## src/rtl/coin_pulse_validator_pkg.sv

```systemverilog
// Shared definitions for the coin pulse validator: FSM state encoding and
// reject-counter sizing.
package coin_pulse_validator_pkg;

   typedef enum logic [1:0] {
      WAIT_LOW = 2'd0,
      IDLE     = 2'd1,
      MEASURE  = 2'd2,
      HOLDOFF  = 2'd3
   } state_t;

   localparam int REJ_CNT_W = 8;
   localparam logic [REJ_CNT_W-1:0] REJ_CNT_MAX = '1;

endpackage

```

## src/rtl/sync_2ff.sv

```systemverilog
// One-bit two-flop synchroniser with synchronous active-low reset to 0.
// Reusable by any asynchronous input channel.
module sync_2ff (
   input  logic clk,
   input  logic rst_n,
   input  logic i_async,
   output logic o_sync
);

   logic r_s1;
   logic r_s2;

   always_ff @(posedge clk) begin
      if (!rst_n) begin
         r_s1 <= 1'b0;
         r_s2 <= 1'b0;
      end else begin
         r_s1 <= i_async;
         r_s2 <= r_s1;
      end
   end

   assign o_sync = r_s2;

endmodule

```

## src/rtl/coin_pulse_validator.sv

```systemverilog
// Qualifies a raw coin-sensor line by high-pulse width and emits one-cycle
// coin/reject strobes. Define COIN_REJECT_CNT_EN to add the reject_count port.
module coin_pulse_validator
   import coin_pulse_validator_pkg::*;
#(
   parameter int MIN_W = 50000,
   parameter int MAX_W = 2000000,
   parameter int GAP   = 100000,
   parameter int CNT_W = $clog2(MAX_W + 2)
) (
   input  logic clk,
   input  logic rst_n,
   input  logic sensor_in,
   output logic coin_pulse,
   output logic reject_pulse,
   output logic busy
`ifdef COIN_REJECT_CNT_EN
   ,
   output logic [REJ_CNT_W-1:0] reject_count
`endif
);

   localparam logic [CNT_W-1:0] L_MIN_W = CNT_W'(MIN_W);
   localparam logic [CNT_W-1:0] L_MAX_W = CNT_W'(MAX_W);
   localparam logic [CNT_W-1:0] L_GAP   = CNT_W'(GAP);
   localparam logic [CNT_W-1:0] L_ONE   = CNT_W'(1);

   logic             w_sensorSync;
   state_t           r_state;
   logic [CNT_W-1:0] r_cnt;
   logic [CNT_W-1:0] r_gap;
   logic [1:0]       r_settle;
   logic             r_coinPulse;
   logic             r_rejectPulse;

   sync_2ff u_sync (
      .clk     (clk),
      .rst_n   (rst_n),
      .i_async (sensor_in),
      .o_sync  (w_sensorSync)
   );

   // The synchroniser's reset zeros are not real line samples, so WAIT_LOW
   // only trusts s2 once two post-reset edges have filled it.
   always_ff @(posedge clk) begin
      if (!rst_n) begin
         r_settle <= 2'b00;
      end else begin
         r_settle <= {r_settle[0], 1'b1};
      end
   end

   always_ff @(posedge clk) begin
      if (!rst_n) begin
         r_state       <= WAIT_LOW;
         r_cnt         <= '0;
         r_gap         <= '0;
         r_coinPulse   <= 1'b0;
         r_rejectPulse <= 1'b0;
      end else begin
         r_coinPulse   <= 1'b0;
         r_rejectPulse <= 1'b0;
         case (r_state)
            WAIT_LOW: begin
               if (r_settle[1] && !w_sensorSync) begin
                  r_state <= IDLE;
               end
            end
            IDLE: begin
               if (w_sensorSync) begin
                  r_state <= MEASURE;
                  r_cnt   <= L_ONE;
               end
            end
            MEASURE: begin
               if (w_sensorSync) begin
                  // Reaching MAX_W with the line still high means this is the
                  // (MAX_W+1)th high cycle: reject now, ignore the later fall.
                  if (r_cnt == L_MAX_W) begin
                     r_rejectPulse <= 1'b1;
                     r_state       <= WAIT_LOW;
                  end else begin
                     r_cnt <= r_cnt + L_ONE;
                  end
               end else begin
                  if (r_cnt >= L_MIN_W) begin
                     r_coinPulse <= 1'b1;
                  end else begin
                     r_rejectPulse <= 1'b1;
                  end
                  r_state <= HOLDOFF;
                  r_gap   <= L_GAP;
               end
            end
            HOLDOFF: begin
               r_gap <= r_gap - L_ONE;
               if (r_gap == L_ONE) begin
                  r_state <= WAIT_LOW;
               end
            end
            default: begin
               r_state <= WAIT_LOW;
            end
         endcase
      end
   end

   assign coin_pulse   = r_coinPulse;
   assign reject_pulse = r_rejectPulse;
   assign busy         = (r_state != IDLE);

`ifdef COIN_REJECT_CNT_EN
   logic [REJ_CNT_W-1:0] r_rejectCount;

   always_ff @(posedge clk) begin
      if (!rst_n) begin
         r_rejectCount <= '0;
      end else if (r_rejectPulse && (r_rejectCount != REJ_CNT_MAX)) begin
         r_rejectCount <= r_rejectCount + REJ_CNT_W'(1);
      end
   end

   assign reject_count = r_rejectCount;
`endif

endmodule

```

## config.mk

```make
export PLATFORM = sky130hd
export DESIGN_NAME = coin_pulse_validator
export DESIGN_NICKNAME = d
export VERILOG_FILES = /design/src/rtl/coin_pulse_validator_pkg.sv /design/src/rtl/sync_2ff.sv /design/src/rtl/coin_pulse_validator.sv
export SDC_FILE = /design/constraint.sdc
export NUM_CORES = 1
export LEC_CHECK = 0
export ABC_CLOCK_PERIOD_IN_PS = 2810
export BUFFER_PORTS_ARGS = -buffer_cell sky130_fd_sc_hd__buf_2
export CAP_MARGIN = 40
export CORE_UTILIZATION = 60
export CTS_CLUSTER_SIZE = 25
export DETAILED_ROUTE_END_ITERATION = 10
export HOLD_SLACK_MARGIN = 0.05
export PLACE_DENSITY_LB_ADDON = 0.12
export SLEW_MARGIN = 10
export SYNTH_ARGS = -nofsm -noshare
export SYNTH_HDL_FRONTEND = slang
export SYNTH_SLANG_ARGS = --single-unit
export TNS_END_PERCENT = 30
```

## constraint.sdc

```tcl
create_clock -name clk -period 2.81 [get_ports clk]
set_clock_uncertainty 0.15 [all_clocks]
set_input_delay 0.4215 -clock clk [delete_from_list [all_inputs] [get_ports clk]]
set_output_delay 0.4215 -clock clk [all_outputs]
set_load 0.1 [all_outputs]
```

Word level (Yosys, flattened, before mapping)

Index checks and enable logic that the tools add are counted.

Register bits: 50
Output and inout port bits: 3
Input bits: 3
Logic and storage cells: 54

$lt $le $gt $ge: 1
$add $sub $neg: 2
Bitwise gates (word level): 2
Equality and inequality tests: 13
Reduce and logical (&&, ||, !) cells: 10
Muxes and demuxes: 17

Operators by type and width:

| operator                | number |
|---|---|
| $mux W21                | 4 |
| $pmux W21 S2            | 2 |
| $add A21 B1 Y21 const B | 1 |
| $eq A21 B1 Y1 const B   | 1 |
| $eq A21 B21 Y1 const B  | 1 |
| $ge A21 B16 Y1 const B  | 1 |
| $sub A21 B1 Y21 const B | 1 |
| $mux W2                 | 5 |
| $ne A2 B2 Y1 const B    | 4 |
| $pmux W2 S4             | 1 |
| $reduce_and A4 Y1       | 2 |
| $ne A2 B1 Y1 const B    | 3 |
| $mux W1                 | 5 |
| $eq A2 B2 Y1 const B    | 2 |
| $reduce_and A2 Y1       | 2 |
| $reduce_bool A2 Y1      | 2 |
| $ne A3 B3 Y1 const B    | 1 |
| $reduce_or A3 Y1        | 1 |
| $eq A2 B1 Y1 const B    | 1 |
| $logic_not A2 Y1        | 1 |
| $not A1 Y1              | 2 |
| $logic_and A1 B1 Y1     | 1 |
| $logic_not A1 Y1        | 1 |

Longest topological paths before layout

Gate-level depths: netlist of run 1.

Word-level depth: 4
Mapped depth: 6
Mapped depth without buffers: 6

Modules after synthesis

From an unflattened synthesis of run 1, not the netlist that was laid out.

Cells, all modules: 280
Area, all modules: 2,442.3 sq um

By module, submodules not included:

| module               | area each (sq um) | instances | sequential area each (sq um) | cells each |
|---|---|---|---|---|
| coin_pulse_validator | 2,389.8           | 1         | 960.9                        | 276 |
| sync_2ff             | 52.6              | 1         | 40.0                         | 4 |

Least setup slack after synthesis of run 1

Ideal clock, no wire load.

Path kind: reg2out
Start: register r_state[1]
End: output busy
Arrival: 1.722 ns
Stages on the path, launching flop included: 4
Setup slack: 0.516 ns
Path buffers: 2
Cells stage by stage: dfxtp_1 -> clkbuf_1 -> clkbuf_1 -> nand2b_1

Word-level cells in the longest chain between the ends: 1

RTL lines:

| element                | line                        | RTL |
|---|---|---|
| start, declared        | coin_pulse_validator.sv:29  | `state_t r_state;` |
| start signal, assigned | coin_pulse_validator.sv:55  | `r_state <= WAIT_LOW;` |
| start signal, assigned | coin_pulse_validator.sv:66  | `r_state <= IDLE;` |
| start signal, assigned | coin_pulse_validator.sv:71  | `r_state <= MEASURE;` |
| $ne A2 B1 Y1           | coin_pulse_validator.sv:110 | `assign busy = (r_state != IDLE);` |
| end, declared          | coin_pulse_validator.sv:16  | `output logic busy` |

No other way between the ends.

Worst setup path after layout of run 1

Start: register r_gap[4]
End: register r_state[1]

Word-level cells in the longest chain between the ends: 3

RTL lines:

| element                     | line                        | RTL |
|---|---|---|
| start, declared             | coin_pulse_validator.sv:31  | `logic [CNT_W-1:0] r_gap;` |
| start signal, assigned      | coin_pulse_validator.sv:96  | `r_gap <= r_gap - L_ONE;` |
| $eq A21 B1 Y1               | coin_pulse_validator.sv:97  | `if (r_gap == L_ONE) begin` |
| $ne A2 B2 Y1 (no line)      | --                          |  |
| $reduce_and A4 Y1 (no line) | --                          |  |
| end signal, assigned        | coin_pulse_validator.sv:91  | `r_state <= HOLDOFF;` |
| end signal, assigned        | coin_pulse_validator.sv:98  | `r_state <= WAIT_LOW;` |
| end signal, assigned        | coin_pulse_validator.sv:102 | `r_state <= WAIT_LOW;` |

No other way between the ends.
A chain may end at the register's enable or synchronous reset.

==> results of run 1 <==
## registers in the layout (all words and copies together) (netlist names)
| signal | cells |
|---|---|
| r_cnt | 21 |
| r_gap | 21 |
| r_settle | 2 |
| r_state | 2 |
| coin_pulse | 1 |
| reject_pulse | 1 |
| u_sync.o_sync | 1 |
| u_sync.r_s1 | 1 |
## through the flow
| stage | cell area (µm²) | power (mW) | setup slack, ps | utilization [%] |
|---|---|---|---|---|
| after global routing | 2750 | 1.31 | 297 | 67.7 |
| after floorplan | 2580 | 0.817 | 516 | - |
| after global placement | 2650 | 0.836 | 601 | 65.3 |
| after CTS | 2750 | 1.27 | 524 | 67.7 |
| after detailed placement | 2650 | 0.836 | 548 | 65.3 |
| final | 2750 | 1.27 | 539 | 67.7 |
## where the power goes
group	internal [mW]	total, mW	switching [mW]
Combinational	0.0291	0.0924	0.0634
Clock	0.198	0.445	0.247
Sequential	0.717	0.728	0.0104
## final cells by class
class / count / area [µm²] / share of cell area [%]
Multi-Input combinational cell: 237 / 1480 / 54.0
Sequential cell: 50 / 1000 / 36.4
Clock buffer: 6 / 82.6 / 3.01
Timing Repair Buffer: 11 / 70.1 / 2.55
Tap cell: 50 / 62.6 / 2.28
Inverter: 9 / 33.8 / 1.23
Clock inverter: 2 / 12.5 / 0.456
## synthesized netlist by cell type, types with 2 or more instances
cell type / instances / share of area [%]
a211oi_1: 5 / 1.5
a21oi_1: 26 / 5.0
and2_1: 7 / 1.7
and4_1: 2 / 0.68
clkbuf_1: 13 / 1.9
dfxtp_1: 50 / 39
ha_1: 4 / 1.9
inv_1: 9 / 1.3
mux2i_1: 5 / 1.9
nand2_1: 27 / 3.9
nand2b_1: 8 / 1.9
nand3_1: 18 / 3.5
nand3b_1: 3 / 0.87
nand4_1: 5 / 1.2
nand4b_1: 2 / 0.68
nor2_1: 24 / 3.5
nor3_1: 7 / 1.4
nor3b_1: 3 / 0.87
nor4_1: 8 / 1.9
o211ai_1: 3 / 0.87
o21a_1: 5 / 1.5
o21ai_0: 5 / 0.97
o311ai_0: 2 / 0.68
o31a_1: 5 / 1.7
o31ai_1: 14 / 4.1
or3_1: 9 / 2.2
or4_1: 18 / 5.2
or4b_2: 2 / 0.78
xnor2_1: 7 / 2.4
xor2_1: 3 / 1.0
## metal layers
metal / part of all wire (%) / wire, µm / track usage, % / vias to the layer above
met4: 1.1 / 62 / 10.4 / 0
met3: 6.5 / 359 / 6.42 / 6
met5: 0 / 0 / 0 / -
li1: - / - / - / 1169
met1: 50 / 2760 / 39.5 / 1038
met2: 42 / 2320 / 37.9 / 68
## worst register-to-register path, cell delays in order, from the launching register on
cell	delay [ps]
dfxtp_1	350
nor4_1	540
nand4_1	430
o41ai_1	580
nor3b_1	100
## worst paths after layout
path / depth (start not counted) / to
max: 4 / r_state[1]$_SDFFE_PN0P_
min: 2 / u_sync.r_s1$_SDFF_PN0_
max reg2reg: 4 / r_state[1]$_SDFFE_PN0P_
min reg2reg: 1 / u_sync.o_sync$_SDFF_PN0_
## logic make-up after synthesis
kind of cell             count (synthesis)  synth area share (%)
XOR/XNOR                                10                  3.39
flip-flops                              50                  38.8
AND/OR/NAND/NOR                        148                  32.6
adder cells (fa/ha/maj)                  4                  1.94
multiplexers                             5                  1.94
buffers and inverters                   24                  3.69
AO/OA/AOI/OAI                           70                  17.7
## cell usage in the layout, fill, tap and decap left out, types with 2 or more instances in the layout
master    count
a211oi_1      5
a21oi_1      26
and2_1        7
and4_1        2
buf_2         5
buf_4         6
clkbuf_8      6
dfxtp_1      50
ha_1          4
inv_1         9
mux2i_1       5
nand2_1      27
nand2b_1      8
nand3_1      18
nand3b_1      3
nand4_1       5
nand4b_1      2
nor2_1       24
nor3_1        7
nor3b_1       3
nor4_1        8
o211ai_1      3
o21a_1        5
o21ai_0       5
o311ai_0      2
o31a_1        5
o31ai_1      14
or3_1         9
or4_1        18
or4b_2        2
xnor2_1       7
xor2_1        3
==> impl_metrics.toml, run 1 <==
[global_routing]
grt_overflow = 0
antenna_found_initial = 0
grt_pass1_vias = 1952
grt_max_degree = 18
grt_pass1_wl_um = 9260
grt_usage_pct = 27.2

[yosys]
synth-seq-cells = 50
synthArstFlopShare_pct = 0
yosysWarnings = 0
syn-cell-area_um2 = 2580
synth_nets = 318
synth_cell_type_count = 42
syn_area_per_cell_um2 = 8.30
yosys_most_used_dff = "dfxtp_1"
synth_edf_count = 0
synthCells = 311
synth_seq_area_share_pct = 38.8

[floorplan]
fp.coreArea_um2 = 4060
rows = 23
initial_core_util_pct = 63.6
die_area_um2 = 4570
pin_count = 6
die_h_um = 67.6
fp.dieW_um = 67.6

[status]
outcome = "complete, no violations"

[sta]
setup_viol = 0
hold_viol_final = 0
slew_headroom_pct = 53.0
fin_setup_tns_ps = 0
fin_crit_sh_pct = 80.8
rsz0062_at_grt = "no"
slew_violations = 0
hold_slack_ps = 169
tightestPinTransition_ps = 705
clock.fmax_mhz = 440
fin_crit_ps = 2270

[critical_path]
reg2reg_from = "r_gap[4]$_SDFFE_PN0P_"
critPathKind = "flop to flop"
cp_data_required_time_ps = 2850
critPathTopFamily = "simple AND/OR/NAND/NOR gates"
worst_setup_path_end_kind = "flop"
critPathBufInv = 0
worstPathArrival_ps = 2310
worst_path_max_delay_cell = "o41ai_1"
rrSetupSlack_ps = 540
max_stage_delay_ps = 580
start_kind = "flop"
cp_max_fo = 11
path_cells = "nor4_1 > nand4_1 > o41ai_1 > nor3b_1"
startpoint = "r_gap[4]$_SDFFE_PN0P_"

[detailed_routing]
postRouteAntennaNets = 0
drt_iter0_markers = 233
drt_wl_total_um = 5500
num_vias = 2281
drc = 0
drt_pass1_iterations = 4
via_per_inst = 6.25
routedWlPerCell_um = 15.1

[power_and_ir_drop]
p_leak_nw = 0.958
peakVddDrop_mv = 0.287
p_per_area_nw_per_um2 = 461

[cts]
postCtsSetupBuffers = 0
cts_made_buffers = 5
cts-htree-levels = 2
path_clk_slew_ps = 80
clk-insertion-delay-late_ps = 310
cts_resized = 0
cts.path.max_buffers = 2
cts_tree = "yes"
root_buffer = "clkbuf_8"
postCtsHoldBufs = 0
clkSinkCount = 50

[min_path]
hold_class = "input pin to flop"
hp-start = "sensor_in"

[placement]
post-place-cells = 357
globalplace.congestion = 0.838
dp_hpwl_um = 3880
io_buffers = 5

[finish]
fillCellCount = 348
stdcell_count = 365
drive_above_1_share_pct = 7.30
area_delta_synth_final_pct = 6.45
num_antenna_cells = 0
nets = 321

[run]
drv_cap = 0
Power figures use the tool's default switching activity.
==> run 2: changes to the inputs <==
ABC_AREA = 1   (was default)
ABC_CLOCK_PERIOD_IN_PS = 2050   (was 2810)
CORE_UTILIZATION = 56   (was 60)
clock period = 2.05 ns   (was 2.81 ns; I/O delays follow)
==> run 2 against run 1 <==
Effect of this change:
- power increased by 56%
- sequential share of layout area decreased by 5.9 points
- first-iteration DRC count decreased by 21%
- largest cell class unchanged
==> impl_metrics.toml, run 2 <==
[status]
outcome = "complete, no violations"

[floorplan]
pin_count = 6
rows = 26
initial_core_util_pct = 58.3
fp.dieW_um = 75.1
die_h_um = 75.1
die_area_um2 = 5640
fp.coreArea_um2 = 5140

[sta]
clock.fmax_mhz = 539
tightestPinTransition_ps = 592
fin_setup_tns_ps = 0
slew_violations = 0
rsz0062_at_grt = "no"
slew_headroom_pct = 60.5
fin_crit_ps = 1850
fin_crit_sh_pct = 90.4
setup_viol = 0
hold_viol_final = 0
hold_slack_ps = 206

[finish]
drive_above_1_share_pct = 10.6
nets = 496
fillCellCount = 533
layout_commonest_cell = "nand2_1"
area_delta_synth_final_pct = 9.36
multiInputGateArea_um2 = 1750
num_antenna_cells = 0
top_regs = "r_cnt (21), r_gap (21)"
layout_common_cells = "126 x nand2_1, 83 x nor2_1, 50 x dfxtp_1"
register_area_um2 = 1000

[yosys]
syn_area_per_cell_um2 = 6.32
yosys-top-cells-count = "128 x nand2_1, 85 x nor2_1, 50 x dfxtp_1, 49 x inv_1, 42 x nand3_1"
yosys-top-cells-area = "dfxtp_1 33%, nand2_1 16%, nor2_1 11%"
syn-cell-area_um2 = 2990
synth_nets = 481
synth_most_common_cell = "nand2_1"
synth_top_area_share_pct = 33.4
yosys_most_used_dff = "dfxtp_1"
synth_edf_count = 0
synth_cell_type_count = 38
synthArstFlopShare_pct = 0
synth_seq_area_share_pct = 33.4
synthCells = 474
yosysWarnings = 0
synth_top_cell_by_area = "dfxtp_1"
synth-seq-cells = 50

[critical_path]
cp_data_required_time_ps = 2140
start_kind = "flop"
worst_path_max_delay_cell = "dfxtp_1"
worst_setup_path_end_kind = "flop"
max_stage_delay_ps = 350
path_cells = "inv_1 > ha_1 > nand3_1 > nor2_2 > nand3_4 > a21oi_4 > buf_6 > nand2_1 > a21oi_1"
worstPathArrival_ps = 1950
critPathKind = "flop to flop"
critPathBufInv = 2
cp_max_fo = 12
critPathTopFamily = "simple AND/OR/NAND/NOR gates"

[power_and_ir_drop]
peakVddDrop_mv = 0.434
p_per_area_nw_per_um2 = 602
p_sw_share_pct = 27.2
clkPwrFrac_pct = 35.3
p_comb_share_pct = 13.3
power.total_mw = 1.97
power.switching_mw = 0.537
p_leak_nw = 1.32
p_int_mw = 1.43
sequentialPowerShare_pct = 51.4

[placement]
dp_hpwl_um = 5030
globalplace.congestion = 0.907
io_buffers = 5

[global_routing]
grt_max_degree = 29
grt_pass1_vias = 2430
antenna_found_initial = 0
grt_usage_pct = 26.0
grt_pass1_wl_um = 11000
grt_overflow = 0

[detailed_routing]
drt_wl_total_um = 6840
postRouteAntennaNets = 0
drc = 0
routedWlPerCell_um = 12.2
via_per_inst = 5.26
num_vias = 2941
drt_iter0_markers = 183
drt_pass1_iterations = 4

[cts]
path_clk_slew_ps = 100
root_buffer = "clkbuf_8"
postCtsSetupBuffers = 0
cts-htree-levels = 2
cts_made_buffers = 5
cts.path.max_buffers = 2
clkSinkCount = 50
cts_tree = "yes"
clk-insertion-delay-late_ps = 310

[min_path]
hold_class = "input pin to flop"

[run]
drv_cap = 0
==> run 2: path summary, 6_finish.rpt <==
kind	to	cells after the start	slack (ps)	start
worst min register to register	u_sync.o_sync$_SDFF_PN0_	2	280	u_sync.r_s1$_SDFF_PN0_
worst max-delay path	r_cnt[8]$_SDFFE_PN0P_	9	200	r_cnt[0]$_SDFFE_PN0P_
worst max register to register	r_cnt[8]$_SDFFE_PN0P_	9	200	r_cnt[0]$_SDFFE_PN0P_
worst min-delay path	r_settle[0]$_DFF_P_	2	210	rst_n
==> run 2: area by class of cell <==
cell class,instances,area share [%]
Multi-Input combinational cell,360,53.6
Sequential cell,50,30.6
Inverter,56,6.42
Timing Repair Buffer,16,3.48
Tap cell,70,2.67
Clock buffer,5,2.10
Clock inverter,2,1.18
==> run 2: stage by stage <==
| stage | cells | utilization (%) | worst slack, ps | instance area [µm²] |
|---|---|---|---|---|
| 4_1_cts | 559 | 63.4 | 84.0 | 3260 |
| 2_1_floorplan | 474 | - | 149 | 3000 |
| 6_report | 559 | 63.7 | 196 | 3270 |
| 5_1_grt | 559 | 63.7 | 28.4 | 3270 |
| 3_3_place_gp | 551 | 61.1 | 184 | 3140 |
| 3_5_place_dp | 551 | 61.1 | 114 | 3140 |
==> run 2: kinds of logic (layout without fill, tap and decap cells) <==
family                   after synthesis  in the layout  share of synthesized area, %
AO/OA/AOI/OAI                         60             60                          11.9
XOR/XNOR                              10             10                          2.93
adder cells (fa/ha/maj)                4              4                          1.67
buffers and inverters                 64             79                          8.48
flip-flops                            50             50                          33.4
AND/OR/NAND/NOR                      286            286                          41.6
==> run 2: power groups by stage <==
stage                     combinational [mW]  sequential, mW  clock, mW
after floorplan                        0.203            1.03          0
after global placement                 0.253            1.03          0
after detailed placement               0.257            1.03          0
after CTS                              0.259            1.01      0.715
after global routing                   0.297            1.02      0.738
final                                  0.262            1.01      0.696
==> run 2: what timing repair did <==
item,in CTS,in global routing
resized for setup,0,5
endpoints found under the hold margin,1,0
hold buffers,1,0
endpoints found under the setup margin,0,19
==> run 2: routing by layer <==
layer	vias to the layer above	GRT usage (%)	share of wire, %
li1	1537	-	-
met1	1320	36.7	50
met4	0	8.18	1.2
met5	-	0	0
met3	7	3.61	4.8
met2	77	40.9	44
